### src/rtl/axi_lite_initiator_pkg.sv
// Shared types and constants for the native-port to AXI4-Lite initiator bridge.
package axi_lite_initiator_pkg;

  typedef enum logic [2:0] {
    IDLE,
    READ,
    RRESP,
    WRITE,
    WRESP,
    DONE
  } state_t;

  localparam logic [2:0]  PROT_DATA     = 3'b000;
  localparam logic [2:0]  PROT_INSN     = 3'b100;
  localparam logic [31:0] TIMEOUT_RDATA = 32'hDEAD_BEEF;

endpackage

### src/rtl/axi_lite_initiator_wdog.sv
// Response watchdog: cleared by load, advances while count is high, and flags
// expiry on the cycle it sits at TIMEOUT_CYCLES-1 while still counting.
module axi_lite_initiator_wdog #(
  parameter int unsigned TIMEOUT_CYCLES = 1024
) (
  input  logic clk,
  input  logic rstn,
  input  logic load,
  input  logic count,
  output logic expired
);

  localparam int unsigned CNT_W = (TIMEOUT_CYCLES > 2) ? $clog2(TIMEOUT_CYCLES) : 1;
  localparam logic [CNT_W-1:0] LAST = CNT_W'(TIMEOUT_CYCLES - 1);

  logic [CNT_W-1:0] cnt;

  always_ff @(posedge clk or negedge rstn) begin
    if (!rstn) begin
      cnt <= '0;
    end else if (load) begin
      cnt <= '0;
    end else if (count && (cnt != LAST)) begin
      cnt <= cnt + CNT_W'(1);
    end
  end

  assign expired = count && (cnt == LAST);

endmodule

### src/rtl/axi_lite_initiator.sv
// Native valid/ready memory port to AXI4-Lite master, one transaction in flight.
// Optional response timeout enabled by defining AXI_LITE_INITIATOR_TIMEOUT_EN.
module axi_lite_initiator
  import axi_lite_initiator_pkg::*;
#(
  parameter int unsigned TIMEOUT_CYCLES = 1024
) (
  input  logic        clk,
  input  logic        rstn,
  input  logic        mem_valid,
  input  logic        mem_instr,
  output logic        mem_ready,
  input  logic [31:0] mem_addr,
  input  logic [31:0] mem_wdata,
  input  logic [3:0]  mem_wstrb,
  output logic [31:0] mem_rdata,
  output logic        mem_axi_awvalid,
  input  logic        mem_axi_awready,
  output logic [31:0] mem_axi_awaddr,
  output logic [2:0]  mem_axi_awprot,
  output logic        mem_axi_wvalid,
  input  logic        mem_axi_wready,
  output logic [31:0] mem_axi_wdata,
  output logic [3:0]  mem_axi_wstrb,
  input  logic        mem_axi_bvalid,
  output logic        mem_axi_bready,
  output logic        mem_axi_arvalid,
  input  logic        mem_axi_arready,
  output logic [31:0] mem_axi_araddr,
  output logic [2:0]  mem_axi_arprot,
  input  logic        mem_axi_rvalid,
  output logic        mem_axi_rready,
  input  logic [31:0] mem_axi_rdata,
  output logic        bus_err
);

  if (TIMEOUT_CYCLES < 2) begin : g_bad_timeout
    $error("TIMEOUT_CYCLES must be at least 2");
  end

  state_t      state, state_nxt;
  logic        mem_ready_nxt;
  logic [31:0] mem_rdata_nxt;
  logic        awvalid_nxt, wvalid_nxt, bready_nxt, arvalid_nxt, rready_nxt;
  logic [31:0] awaddr_nxt, wdata_nxt, araddr_nxt;
  logic [3:0]  wstrb_nxt;
  logic [2:0]  awprot_nxt, arprot_nxt;

`ifdef AXI_LITE_INITIATOR_TIMEOUT_EN
  logic expired;
  logic bus_err_nxt;

  axi_lite_initiator_wdog #(
    .TIMEOUT_CYCLES(TIMEOUT_CYCLES)
  ) u_wdog (
    .clk    (clk),
    .rstn   (rstn),
    .load   (state == IDLE),
    .count  ((state == READ) || (state == RRESP) || (state == WRITE) || (state == WRESP)),
    .expired(expired)
  );

  always_ff @(posedge clk or negedge rstn) begin
    if (!rstn) begin
      bus_err <= 1'b0;
    end else begin
      bus_err <= bus_err_nxt;
    end
  end
`else
  assign bus_err = 1'b0;
`endif

  always_comb begin
    state_nxt     = state;
    mem_ready_nxt = 1'b0;
    mem_rdata_nxt = mem_rdata;
    awvalid_nxt   = mem_axi_awvalid;
    wvalid_nxt    = mem_axi_wvalid;
    bready_nxt    = mem_axi_bready;
    arvalid_nxt   = mem_axi_arvalid;
    rready_nxt    = mem_axi_rready;
    awaddr_nxt    = mem_axi_awaddr;
    awprot_nxt    = mem_axi_awprot;
    wdata_nxt     = mem_axi_wdata;
    wstrb_nxt     = mem_axi_wstrb;
    araddr_nxt    = mem_axi_araddr;
    arprot_nxt    = mem_axi_arprot;
`ifdef AXI_LITE_INITIATOR_TIMEOUT_EN
    bus_err_nxt   = bus_err;
`endif

    case (state)
      IDLE: begin
        // Request fields go straight into the AXI output registers, which
        // then stay frozen until the matching handshake.
        if (mem_valid) begin
          if (mem_wstrb != 4'b0000) begin
            awaddr_nxt  = mem_addr;
            awprot_nxt  = PROT_DATA;
            wdata_nxt   = mem_wdata;
            wstrb_nxt   = mem_wstrb;
            awvalid_nxt = 1'b1;
            wvalid_nxt  = 1'b1;
            state_nxt   = WRITE;
          end else begin
            araddr_nxt  = mem_addr;
            arprot_nxt  = mem_instr ? PROT_INSN : PROT_DATA;
            arvalid_nxt = 1'b1;
            state_nxt   = READ;
          end
        end
      end
      READ: begin
        if (mem_axi_arready) begin
          arvalid_nxt = 1'b0;
          rready_nxt  = 1'b1;
          state_nxt   = RRESP;
        end
      end
      RRESP: begin
        if (mem_axi_rvalid) begin
          mem_rdata_nxt = mem_axi_rdata;
          rready_nxt    = 1'b0;
          mem_ready_nxt = 1'b1;
          state_nxt     = DONE;
        end
      end
      WRITE: begin
        // AW and W retire independently; B is awaited once both are gone.
        if (mem_axi_awready) awvalid_nxt = 1'b0;
        if (mem_axi_wready) wvalid_nxt = 1'b0;
        if (!awvalid_nxt && !wvalid_nxt) begin
          bready_nxt = 1'b1;
          state_nxt  = WRESP;
        end
      end
      WRESP: begin
        if (mem_axi_bvalid) begin
          bready_nxt    = 1'b0;
          mem_ready_nxt = 1'b1;
          state_nxt     = DONE;
        end
      end
      DONE: begin
        state_nxt = IDLE;
      end
      default: begin
        state_nxt = IDLE;
      end
    endcase

`ifdef AXI_LITE_INITIATOR_TIMEOUT_EN
    // A genuine completion on the expiry cycle takes precedence.
    if (expired && (state_nxt != DONE)) begin
      awvalid_nxt   = 1'b0;
      wvalid_nxt    = 1'b0;
      bready_nxt    = 1'b0;
      arvalid_nxt   = 1'b0;
      rready_nxt    = 1'b0;
      bus_err_nxt   = 1'b1;
      mem_ready_nxt = 1'b1;
      state_nxt     = DONE;
      if ((state == READ) || (state == RRESP)) mem_rdata_nxt = TIMEOUT_RDATA;
    end
`endif
  end

  always_ff @(posedge clk or negedge rstn) begin
    if (!rstn) begin
      state           <= IDLE;
      mem_ready       <= 1'b0;
      mem_rdata       <= '0;
      mem_axi_awvalid <= 1'b0;
      mem_axi_wvalid  <= 1'b0;
      mem_axi_bready  <= 1'b0;
      mem_axi_arvalid <= 1'b0;
      mem_axi_rready  <= 1'b0;
      mem_axi_awaddr  <= '0;
      mem_axi_awprot  <= '0;
      mem_axi_wdata   <= '0;
      mem_axi_wstrb   <= '0;
      mem_axi_araddr  <= '0;
      mem_axi_arprot  <= '0;
    end else begin
      state           <= state_nxt;
      mem_ready       <= mem_ready_nxt;
      mem_rdata       <= mem_rdata_nxt;
      mem_axi_awvalid <= awvalid_nxt;
      mem_axi_wvalid  <= wvalid_nxt;
      mem_axi_bready  <= bready_nxt;
      mem_axi_arvalid <= arvalid_nxt;
      mem_axi_rready  <= rready_nxt;
      mem_axi_awaddr  <= awaddr_nxt;
      mem_axi_awprot  <= awprot_nxt;
      mem_axi_wdata   <= wdata_nxt;
      mem_axi_wstrb   <= wstrb_nxt;
      mem_axi_araddr  <= araddr_nxt;
      mem_axi_arprot  <= arprot_nxt;
    end
  end

endmodule
### config.mk
export PLATFORM = sky130hd
export DESIGN_NAME = axi_lite_initiator
export DESIGN_NICKNAME = d
export VERILOG_FILES = /design/src/rtl/axi_lite_initiator_pkg.sv /design/src/rtl/axi_lite_initiator_wdog.sv /design/src/rtl/axi_lite_initiator.sv
export SDC_FILE = /design/constraint.sdc
export NUM_CORES = 1
export LEC_CHECK = 0
export BUFFER_PORTS_ARGS = -buffer_cell sky130_fd_sc_hd__buf_2
export CAP_MARGIN = 20
export CORE_ASPECT_RATIO = 1.25
export CORE_MARGIN = 8
export CORE_UTILIZATION = 50
export CTS_BUF_LIST = sky130_fd_sc_hd__clkbuf_16
export DETAILED_ROUTE_END_ITERATION = 16
export PLACE_DENSITY = 0.84
export SLEW_MARGIN = 20
export SYNTH_ARGS = -nofsm -noshare
export SYNTH_HDL_FRONTEND = slang
export SYNTH_HIERARCHICAL = 1
export SYNTH_SLANG_ARGS = --single-unit
### constraint.sdc
create_clock -name clk -period 3 [get_ports clk]
set_input_delay 0.6 -clock clk [delete_from_list [all_inputs] [get_ports clk]]
set_output_delay 0.6 -clock clk [all_outputs]
set_load 0.01 [all_outputs]
==> summary.md <==
| Metric | Value |
|---|---|
| Status | complete, no violations |
| Critical Path Sink Type | flop |
| Clock transition at path regs | 0.06 ns |
| ANT cells | 0 |
| DR WL/cell | 19.2 µm |
| Cts hold-fix bufs | 0 |
| Drt total wl | 14.3 mm |
| Rel. slew slack | 58.0% |
| Max cap viols | 0 |
| Initial antenna violation count | 0 |
| Detailed Route Iter0 Violations | 180 |
| Crit-path max FO | 23 |
| Post-synth top area cell | dfrtp_1 |
| YS warnings | 6 |
| Top cells by area, synth | dfrtp_1, mux2_2, mux2_4 |
| Vert. Die Dim | 134 µm |
| Commonest non-fill, non-tap cell in the layout | buf_2 |
| Nets@finish | 704 |
| CTS root buf | clkbuf_16 |
| Initial Util | 50.7% |
| Number of remaining DRC errors | 0 |
| Final period utilization | 72.7% |
| Core Area | 0.0110 mm² |
| Final std cells w/o fill | 742 |
| Drt pass-1 iters | 4 |
| Die W | 111 µm |
| Via Count | 3790 |
| Syn-to-layout area delta | 33.7% |
| Dpl cells | 711 |
| H-tree depth | 4 |
| Max frequency | 458 MHz |
| Syn_area_per_cell | 16.5 µm² |
| Worst Setup Start Kind | flop |
| Reg2Reg Depth | 4 |
| Overall power | 8.61 mW |
| Worst Path Arrival | 2.45 ns |
| Synth top area share | 63.5% |
| Gate Count Post-Synth | 339 |
| TritonCTS buffer count | 17 |
| DP Wirelength | 11.1 mm |
| TritonCTS clock tree | built |
| Largest net degree at the start of global routing | 61 |
| HP Class | in -> async |
| RR Startpoint | state[1]$_DFFE_PN0P_ |
| RSZ-0062 raised after global routing | no |
| Register-to-register setup slack | 0.82 ns |
| First-pass GRT wire length | 23.5 mm |
| Pwr Density | 1150 mW/mm² |
| Setup CP Type | reg -> reg |
| Seq cells post-synth | 142 |
| Final-report setup violation count | 0 |
| Vias in the first global route | 4465 |
| Leak Pwr | 3.86 nW |
| IO Pins | 254 |
| Worst-Skew Late Latency | 0.40 ns |
| Worst Tran Pin Value | 0.625 ns |
| Remaining Overflow, GRT | 0 |
| Mapped cell area | 0.00560 mm² |
| Post-CTS Setup Inserts | 0 |
| Commonest non-fill, non-tap cells in the layout | buf_2, dfrtp_1, mux2_2 |
| Total track usage | 19.4% |
| R2r endpoint | mem_axi_araddr[19]$_DFFE_PN0P_ |
| Clock Sink Count | 142 |
| ANT nets after route | 0 |
| VDD IR max | 571 µV |
| CTS resizes | 0 |
| CP required | 3.27 ns |
| Synth cell types | 29 |
| Fin Clk Skew | 0.0152 ns |
| Setup TNS | 0 ns |
| Layout cell share with drive strength beyond 1 | 69.5% |
| CTS Buffer Depth | 2 |
| Slew Viols, Final | 0 |
| # rows | 43 |
| Hold Vio Cnt, Final | 0 |
| Seq/Total Area, Yosys | 63.5% |
| Crit path time final | 2.18 ns |
| Die ar. | 0.0149 mm² |
| Vias/cell | 5.11 |
| Worst hold slack | 0.161 ns |
| # port buffers | 247 |
| RD Place Congestion | 0.831 |
-- cells in the mapped netlist (all sizes together) --
master	n
a211oi	1
a21oi	6
a311o	2
a31oi	5
buf	21
clkbuf	1
conb	1
dfrtp	142
inv	1
mux2	133
mux2i	1
nand2	4
nand2b	6
nand3	2
nand3b	1
nor2	2
nor2b	2
nor4	1
nor4b	1
o21ai	3
o22ai	1
o41ai	1
or4	1
-- critical path, cell delays in order (launching register included) --
cell     delay (ns)
dfrtp_1        0.52
nor4b_4        0.52
nand2_2        0.32
buf_4          0.35
mux2_2         0.31
-- state kept, by name (all words and copies together), names as in the netlist --
register and flops:
mem_axi_wstrb 4, mem_rdata 32, mem_axi_arvalid 1, mem_ready 1
mem_axi_araddr 32, mem_axi_awvalid 1, mem_axi_wdata 32, mem_axi_awaddr 32
mem_axi_arprot 1, state 3, mem_axi_wvalid 1, mem_axi_rready 1
mem_axi_bready 1
-- through the flow --
stage                     utilization (%)  setup WS, ns  area [µm²]
after global routing                 67.8         0.716        7480
after floorplan                         -          1.04        5620
after CTS                            67.8         0.831        7480
after global placement               62.7         0.642        6910
after detailed placement             62.7         0.580        6910
final                                67.8         0.818        7480
-- logic make-up after synthesis --
kind of cell,synth area share (%)
muxes,28.3
other,0.0670
and+or+nand+nor,2.53
buffers and inverters,3.51
DFF,63.5
AOI/OAI and AO/OA,2.12
-- layer usage --
metal  up-vias  track usage, %  routed length [µm]
li1       1717               -                   -
met1      1903            20.4                5170
met2       152            35.4                8010
met3        18            5.90                 868
met4         0            7.22                 229
met5         -               0                   0
-- worst max-delay path by stage --
stage	start	to	slack, ns	cells past startpoint
after floorplan	mem_wstrb[1]	mem_axi_wdata[11]$_DFFE_PN0P_	1.04	5
after global placement	mem_wstrb[1]	mem_axi_wstrb[3]$_DFFE_PN0P_	0.64	5
after detailed placement	mem_wstrb[1]	mem_axi_awaddr[19]$_DFFE_PN0P_	0.58	5
after CTS	state[1]$_DFFE_PN0P_	mem_axi_araddr[19]$_DFFE_PN0P_	0.83	4
after global routing	state[0]$_DFFE_PN0P_	mem_axi_araddr[31]$_DFFE_PN0P_	0.72	4
final	state[1]$_DFFE_PN0P_	mem_axi_araddr[19]$_DFFE_PN0P_	0.82	4
-- area by class of cell --
class / instances / area [µm²]
clock buffer: 17 / 425
clock inverter: 14 / 143
fill: 766 / 3550
inverter: 1 / 3.75
multi-input combinational: 179 / 1870
sequential: 142 / 3550
tap: 135 / 169
timing repair buffer: 254 / 1320
-- report_power, final --
group,total [mW],switching (mW),internal [mW]
clock,1.99,0.774,1.22
combinational,3.20,1.51,1.69
sequential,3.41,0.535,2.87
total,8.61,2.82,5.79
Power figures use the tool's default switching activity.
